[src/rtl/sc_mmio_pkg.sv]
// Shared constants and helpers for the data-memory / memory-mapped I/O block.
package sc_mmio_pkg;

    localparam int OFF_OUT0   = 0;
    localparam int OFF_IN0    = 8;
    localparam int OFF_STATUS = 16;
    localparam int OFF_MASK   = 17;

    // Widest bus the byte-lane helper handles; callers zero-extend and truncate.
    localparam int MAX_W  = 256;
    localparam int MAX_BE = MAX_W / 8;

    function automatic int clog2(input int n);
        int r;
        r = 0;
        for (int i = 0; i < 31; i++) begin
            if ((1 << r) < n) r++;
        end
        return r;
    endfunction

    function automatic logic [MAX_W-1:0] apply_be(input logic [MAX_W-1:0]  old_w,
                                                  input logic [MAX_W-1:0]  new_w,
                                                  input logic [MAX_BE-1:0] lanes);
        logic [MAX_W-1:0] r;
        r = old_w;
        for (int i = 0; i < MAX_BE; i++) begin
            if (lanes[i]) r[i*8 +: 8] = new_w[i*8 +: 8];
        end
        return r;
    endfunction

endpackage

[src/rtl/mmio_in_sync.sv]
// One input channel: two-flop synchroniser, previous-value register and change pulse.
module mmio_in_sync #(
    parameter int W = 32
) (
    input  logic         clock,
    input  logic         reset,
    input  logic [W-1:0] din,
    output logic [W-1:0] sync_q,
    output logic         change
);

    logic [W-1:0] sync1;
    logic [W-1:0] sync2;
    logic [W-1:0] prev;

    always_ff @(posedge clock) begin
        if (reset) begin
            sync1 <= '0;
            sync2 <= '0;
            prev  <= '0;
        end else begin
            sync1 <= din;
            sync2 <= sync1;
            prev  <= sync2;
        end
    end

    assign sync_q = sync2;
    assign change = (sync2 != prev);

endmodule

[src/rtl/sc_datamem_mmio.sv]
// CPU data RAM plus memory-mapped output registers, synchronised inputs,
// sticky change flags and a maskable interrupt. Reads are registered.
module sc_datamem_mmio
    import sc_mmio_pkg::*;
#(
    parameter int DATA_W     = 32,
    parameter int MEM_WORDS  = 32,
    parameter int N_OUT      = 3,
    parameter int N_IN       = 2,
    parameter int IO_SEL_BIT = 7
) (
    input  logic                   clock,
    input  logic                   reset,
    input  logic                   we,
    input  logic                   re,
    input  logic [DATA_W/8-1:0]    be,
    input  logic [31:0]            addr,
    input  logic [DATA_W-1:0]      datain,
    input  logic [N_IN*DATA_W-1:0] in_port,
    output logic [DATA_W-1:0]      dataout,
    output logic                   rvalid,
    output logic [N_OUT*DATA_W-1:0] out_port,
    output logic                   irq
);

    localparam int AW = (clog2(MEM_WORDS) < 1) ? 1 : clog2(MEM_WORDS);

    logic [DATA_W-1:0] ram     [MEM_WORDS];
    logic [DATA_W-1:0] out_reg [N_OUT];
    logic [DATA_W-1:0] in_val  [N_IN];
    logic [N_IN-1:0]   chg;
    logic [N_IN-1:0]   flags;
    logic [N_IN-1:0]   mask;
    logic [N_IN-1:0]   clr;
    logic [DATA_W-1:0] rd_word;
    logic              io_sel;
    logic [4:0]        off;
    logic [AW-1:0]     ram_idx;
    logic              unused_addr;

    assign io_sel      = addr[IO_SEL_BIT];
    assign off         = addr[6:2];
    assign ram_idx     = addr[AW+1:2];
    assign unused_addr = ^addr;

    for (genvar k = 0; k < N_IN; k++) begin : g_in
        mmio_in_sync #(.W(DATA_W)) u_sync (
            .clock  (clock),
            .reset  (reset),
            .din    (in_port[k*DATA_W +: DATA_W]),
            .sync_q (in_val[k]),
            .change (chg[k])
        );
    end

    for (genvar k = 0; k < N_OUT; k++) begin : g_out
        assign out_port[k*DATA_W +: DATA_W] = out_reg[k];
    end

    always_comb begin
        rd_word = '0;
        if (!io_sel) begin
            rd_word = ram[ram_idx];
        end else begin
            for (int k = 0; k < N_OUT; k++) begin
                if (off == 5'(OFF_OUT0 + k)) rd_word = out_reg[k];
            end
            for (int k = 0; k < N_IN; k++) begin
                if (off == 5'(OFF_IN0 + k)) rd_word = in_val[k];
            end
            if (off == 5'(OFF_STATUS)) rd_word = DATA_W'(flags);
            if (off == 5'(OFF_MASK))   rd_word = DATA_W'(mask);
        end
    end

    // Flags and mask fit in byte lane 0 since there are at most 8 inputs.
    always_comb begin
        clr = '0;
        if (we && io_sel && off == 5'(OFF_STATUS) && be[0]) clr = datain[N_IN-1:0];
    end

    // RAM is left unreset so it can map onto memory macros.
    always_ff @(posedge clock) begin
        if (!reset && we && !io_sel) begin
            ram[ram_idx] <= DATA_W'(apply_be(MAX_W'(ram[ram_idx]), MAX_W'(datain), MAX_BE'(be)));
        end
    end

    always_ff @(posedge clock) begin
        if (reset) begin
            for (int k = 0; k < N_OUT; k++) out_reg[k] <= '0;
            flags   <= '0;
            mask    <= '0;
            dataout <= '0;
            rvalid  <= 1'b0;
        end else begin
            if (we && io_sel) begin
                for (int k = 0; k < N_OUT; k++) begin
                    if (off == 5'(OFF_OUT0 + k)) begin
                        out_reg[k] <= DATA_W'(apply_be(MAX_W'(out_reg[k]), MAX_W'(datain), MAX_BE'(be)));
                    end
                end
                if (off == 5'(OFF_MASK) && be[0]) mask <= datain[N_IN-1:0];
            end
            // A new change detected in the same cycle as a clear keeps the flag set.
            flags <= (flags & ~clr) | chg;
            if (re && !we) begin
                dataout <= rd_word;
                rvalid  <= 1'b1;
            end else begin
                rvalid  <= 1'b0;
            end
        end
    end

    assign irq = |(flags & mask);

endmodule
[config.mk]
export PLATFORM = sky130hd
export DESIGN_NAME = sc_datamem_mmio
export DESIGN_NICKNAME = d
export VERILOG_FILES = /design/src/rtl/sc_mmio_pkg.sv /design/src/rtl/mmio_in_sync.sv /design/src/rtl/sc_datamem_mmio.sv
export SDC_FILE = /design/constraint.sdc
export NUM_CORES = 1
export LEC_CHECK = 0
export CORE_MARGIN = 8
export CORE_UTILIZATION = 55
export DETAILED_ROUTE_END_ITERATION = 8
export PLACE_DENSITY_LB_ADDON = 0.25
export SLEW_MARGIN = 20
export SYNTH_ARGS = -nofsm -noshare
export SYNTH_HDL_FRONTEND = slang
export SYNTH_HIERARCHICAL = 1
export SYNTH_SLANG_ARGS = --single-unit
[constraint.sdc]
create_clock -name clock -period 4.9 [get_ports clock]
set_input_delay 0.735 -clock clock [delete_from_list [all_inputs] [get_ports clock]]
set_output_delay 0.735 -clock clock [all_outputs]
set_load 0.02 [all_outputs]
# Word level (Yosys, flattened, before mapping)
# Memories as Yosys holds them, arrays and structs flattened.
# Cells that the tools add are included.
[op_classes]
eq_ne = 8
bitwise_logic = 7
n_reduce_logical = 13
muxes = 85
[op_table]
columns = ["operator", "count"]
rows = [
  ["$mux 8", 56],
  ["$mux 32", 11],
  ["$ne 32x32->1", 2],
  ["$mux 1", 17],
  ["$eq 5x4->1 const B", 2],
  ["$eq 5x5->1 const B", 2],
  ["$logic_and 1x1->1", 7],
  ["$eq 5x1->1 const B", 1],
  ["$eq 5x2->1 const B", 1],
  ["$logic_not 5->1", 1],
  ["$and 2x2->2", 2],
  ["$logic_not 1->1", 3],
  ["$or 1x1->1", 3],
  ["$mux 2", 1],
  ["$not 2->2", 1],
  ["$or 2x2->2", 1],
  ["$reduce_and 2->1", 1],
  ["$reduce_or 2->1", 1],
]
[word_totals]
in_bits = 136
memories = 2
ram_bits = 1120
regBits = 229
[mem_list]
columns = ["memory", "words", "word_bits", "rd", "rd_clocked_by_memory_dff", "write_ports", "line", "text"]
rows = [
  ["ram", 32, 32, 1, 0, 1, "sc_datamem_mmio.sv:28", "logic [DATA_W-1:0] ram [MEM_WORDS];"],
  ["out_reg", 3, 32, 3, 0, 3, "sc_datamem_mmio.sv:29", "logic [DATA_W-1:0] out_reg [N_OUT];"],
]

# Longest topological paths before layout
[depth]
ltp_word = 9
ltp_mapped = 9
depth_no_buf = 6

# Cells and area by module
# Netlist, hierarchy kept.
[modules_own_cells]
columns = ["mod", "cells_each", "n_inst", "area_per_inst_um2"]
rows = [
  ["sc_datamem_mmio", 2754, 1, 46194.3],
  ["mmio_in_sync", 245, 2, 2925.3],
]

# Worst setup path before layout
# OpenSTA, ideal clock, no wires.
[synth_timing]
path_kind = "input port to flip-flop"
start = "input port addr[2]"
end = "memory ram[26][0], enable pin"
t_arrival_ps = 3903
setup_time_ps = 461
path_buffers = 4
slack_ps = 536
path_stages = 7
required_time_ps = 4439
path_cell_list = "buf_2 -> buf_2 -> buf_2 -> buf_2 -> nor2b_1 -> nand2_1 -> nor3_1"
[synth_lines]
columns = ["element", "line", "text"]
rows = [
  ["start: declaration", "sc_datamem_mmio.sv:17", "input logic [31:0] addr,"],
  ["end: declaration", "sc_datamem_mmio.sv:28", ""],
]
# Straight into the memory's write port.

==> metrics <==
GPL Wtd Cong=0.9606; crit end category=flip-flop; synthesized area per cell=roughly 16 µm²; Critical Path RT=5.31 ns; fillers=6522; synth top area cells=edfxtp_1 (65%), mux2i_1 (10%), dfxtp_1 (8.8%); Worst-path clk slew=approximately 0.06 ns; FF-to-FF Start=ram[27][31]; max_slew headroom=33.53%; Pins Over Slew Limit=0; syn_nets=3380; drt pass-1 iters=6; # rows=113; CP max stage delay=0.96 ns; total track usage=27.84%; CTS Root Cell=clkbuf_16; crit path DAT=4.22 ns; final instance area=60790 µm²; routed vias/inst=around 6.3; Crit-path slowest cell=clkdlybuf4s50_1; CTS hold repair buffers=0; ANT nets after route=0; setup violators final=0; post-CTS setup buffer count=0; critical-path maximum fanout=32; family with the most delay on the worst path=simple AND/OR/NAND/NOR gates; final wirelength=149900 µm; Worst Clk Skew=0.01590 ns; static leakage=about 22 nW; share of layout cells above drive strength 1=between 10% and 20%; worst slew pin tran=0.9950 ns; final worst slack=1.093 ns; area leader, netlist=edfxtp_1; VDD IR max=about 0.24 mV; post-route setup TNS=0 ns; area grow syn2layout=16.81%; critical path startpoint category=input port; worst-path cell chain=clkdlybuf4s50_1, or4b_2, buf_4, o22ai_1, nor4_1, nand2_1, mux2_2; Initial Util=between 50 and 60%; Multi-input gate area=roughly 13000 µm²; Die H=323.6 µm; Post-Synthesis Cell Area=52040 µm²; FF+latch area=38220 µm²; IO Count=266; number of max-cap violations=0; Setup Crit Path Kind=input port to flip-flop; Vias=roughly 30000; CTS Buf Count=132; post-route clock period utilization=77.70%; Fin. Hold Viols=0; commonest non-fill, non-tap cell in the layout=edfxtp_1; Final Critical Period=3.807 ns; Hold Crit Class=flip-flop to flip-flop; Post-CTS Resized=0; drt drc=0; status=complete, no violations; hold path start=g_in[1].u_sync/sync1[14]; die boundary width=323.6 µm; number of synthesized flops with an enable pin=1120; H-tree levels=4; Synth cell types=between 40 and 50; CP startpoint=addr[5]; Placement Setup Slack=0.4395 ns; routed len/inst=30.66 µm; final hold slack=between 0.4 and 0.5 ns; CP bufs+invs=2; Highest Clock Rate=262.7 MHz; maximum clock insertion buffer count=3; core area=~94000 µm²; clk_lat worst skew=0.73 ns; PortBufs=239; area of the die=104700 µm²; initial drt markers=3962; Gate Count Post-Synth=3244; RSZ-0062 raised after global routing=no; CTS Sinks=around 1300; antenna violations before repair=12; yosys warns=6; Post-layout nets=3654; number of global-route vias before repair=29700; Synth Register Bits=1349; Primary FF master, synth=edfxtp_1; max reg flops=1024; Pwr per Cell Area=403.5 nW/µm²; commonest non-fill, non-tap cells in the layout=edfxtp_1 (1120), mux2i_1 (544), o22ai_1 (258); first-pass GRT wire length=209100 µm; sequential share of the synthesized area=~73%; total global routing overflow=0; post-synth top area share=64.62%; Area after DPL=56540 µm²; CTS tree=done; Post-synth ARST share=0%; largest net degree at the start of global routing=94; final HPWL from detailed placement=88290 µm
## cells in the mapped netlist (2+ instances only)
cell type	instances
buf_1	10
o21a_1	30
nand4bb_1	6
and2b_1	20
o211ai_2	29
o22ai_1	258
o21ai_0	33
clkbuf_1	77
buf_2	121
and3_1	35
buf_6	3
or3b_1	2
nor4_1	69
a221o_1	2
mux2i_1	544
nor2_1	110
nand2b_1	3
o32ai_1	2
nand2_1	55
nand3_1	3
or4b_1	4
or2_1	2
nand4b_1	4
nor3_1	7
nand4_1	17
edfxtp_1	1120
nand3b_1	30
o211a_1	29
dfxtp_1	229
o21ai_1	29
o211ai_1	29
a21oi_1	42
xnor2_1	64
o221ai_1	2
nor2b_1	180
a211oi_1	2
mux2_2	32
## final cells by class
class / instances / area share (%)
Sequential cell: 1349 / 62.86
Multi-Input combinational cell: 1683 / 21.63
Timing Repair Buffer: 351 / 5.892
Clock buffer: 164 / 5.822
Tap cell: 1265 / 2.603
Clock inverter: 71 / 1.167
Antenna cell: 4 / 0.01646
Inverter: 1 / 0.006174
## kinds of logic after synthesis
kind of cell	after synthesis	synth area share [%]
DFF	1349	73.43
xor gates and xnor gates	64	1.077
muxes	576	11.15
buffers and inverters	212	1.863
and+or+nand+nor	552	6.063
AOI/OAI and AO/OA	491	6.412
## path summary, 6_finish.rpt
path,to,slack [ns],depth (start not counted)
setup / recovery,ram[26][31],1.09,7
hold / removal,g_in[1].u_sync/sync_q[14],0.43,1
setup reg to reg,ram[26][31],2.50,5
hold reg to reg,g_in[1].u_sync/sync_q[14],0.43,1
## power by group
part           internal [W]  switching [W]  leakage, nW
Combinational      0.000574        0.00108         7.39
Clock               0.00578        0.00423         2.08
Sequential           0.0128      0.0000996         12.0
## metal layers
layer | part of all wire, % | track usage (%) | vias up
met5 | 0.015 | 0 | -
met1 | 37 | 36.94 | 15460
li1 | - | - | 13140
met2 | 46 | 44.11 | 1933
met3 | 12 | 6.715 | 296
met4 | 4.3 | 11.93 | 4
## stage by stage
step	total power [W]	instances	util (%)
floorplan	0.01400	3244	-
global placement	0.01468	4649	59.86
detailed placement	0.01473	4649	59.86
CTS	0.02457	4884	64.36
global route	0.02514	4884	64.36
finish	0.02453	4888	64.37
No activity file was read; power rests on OpenSTA's default activity.
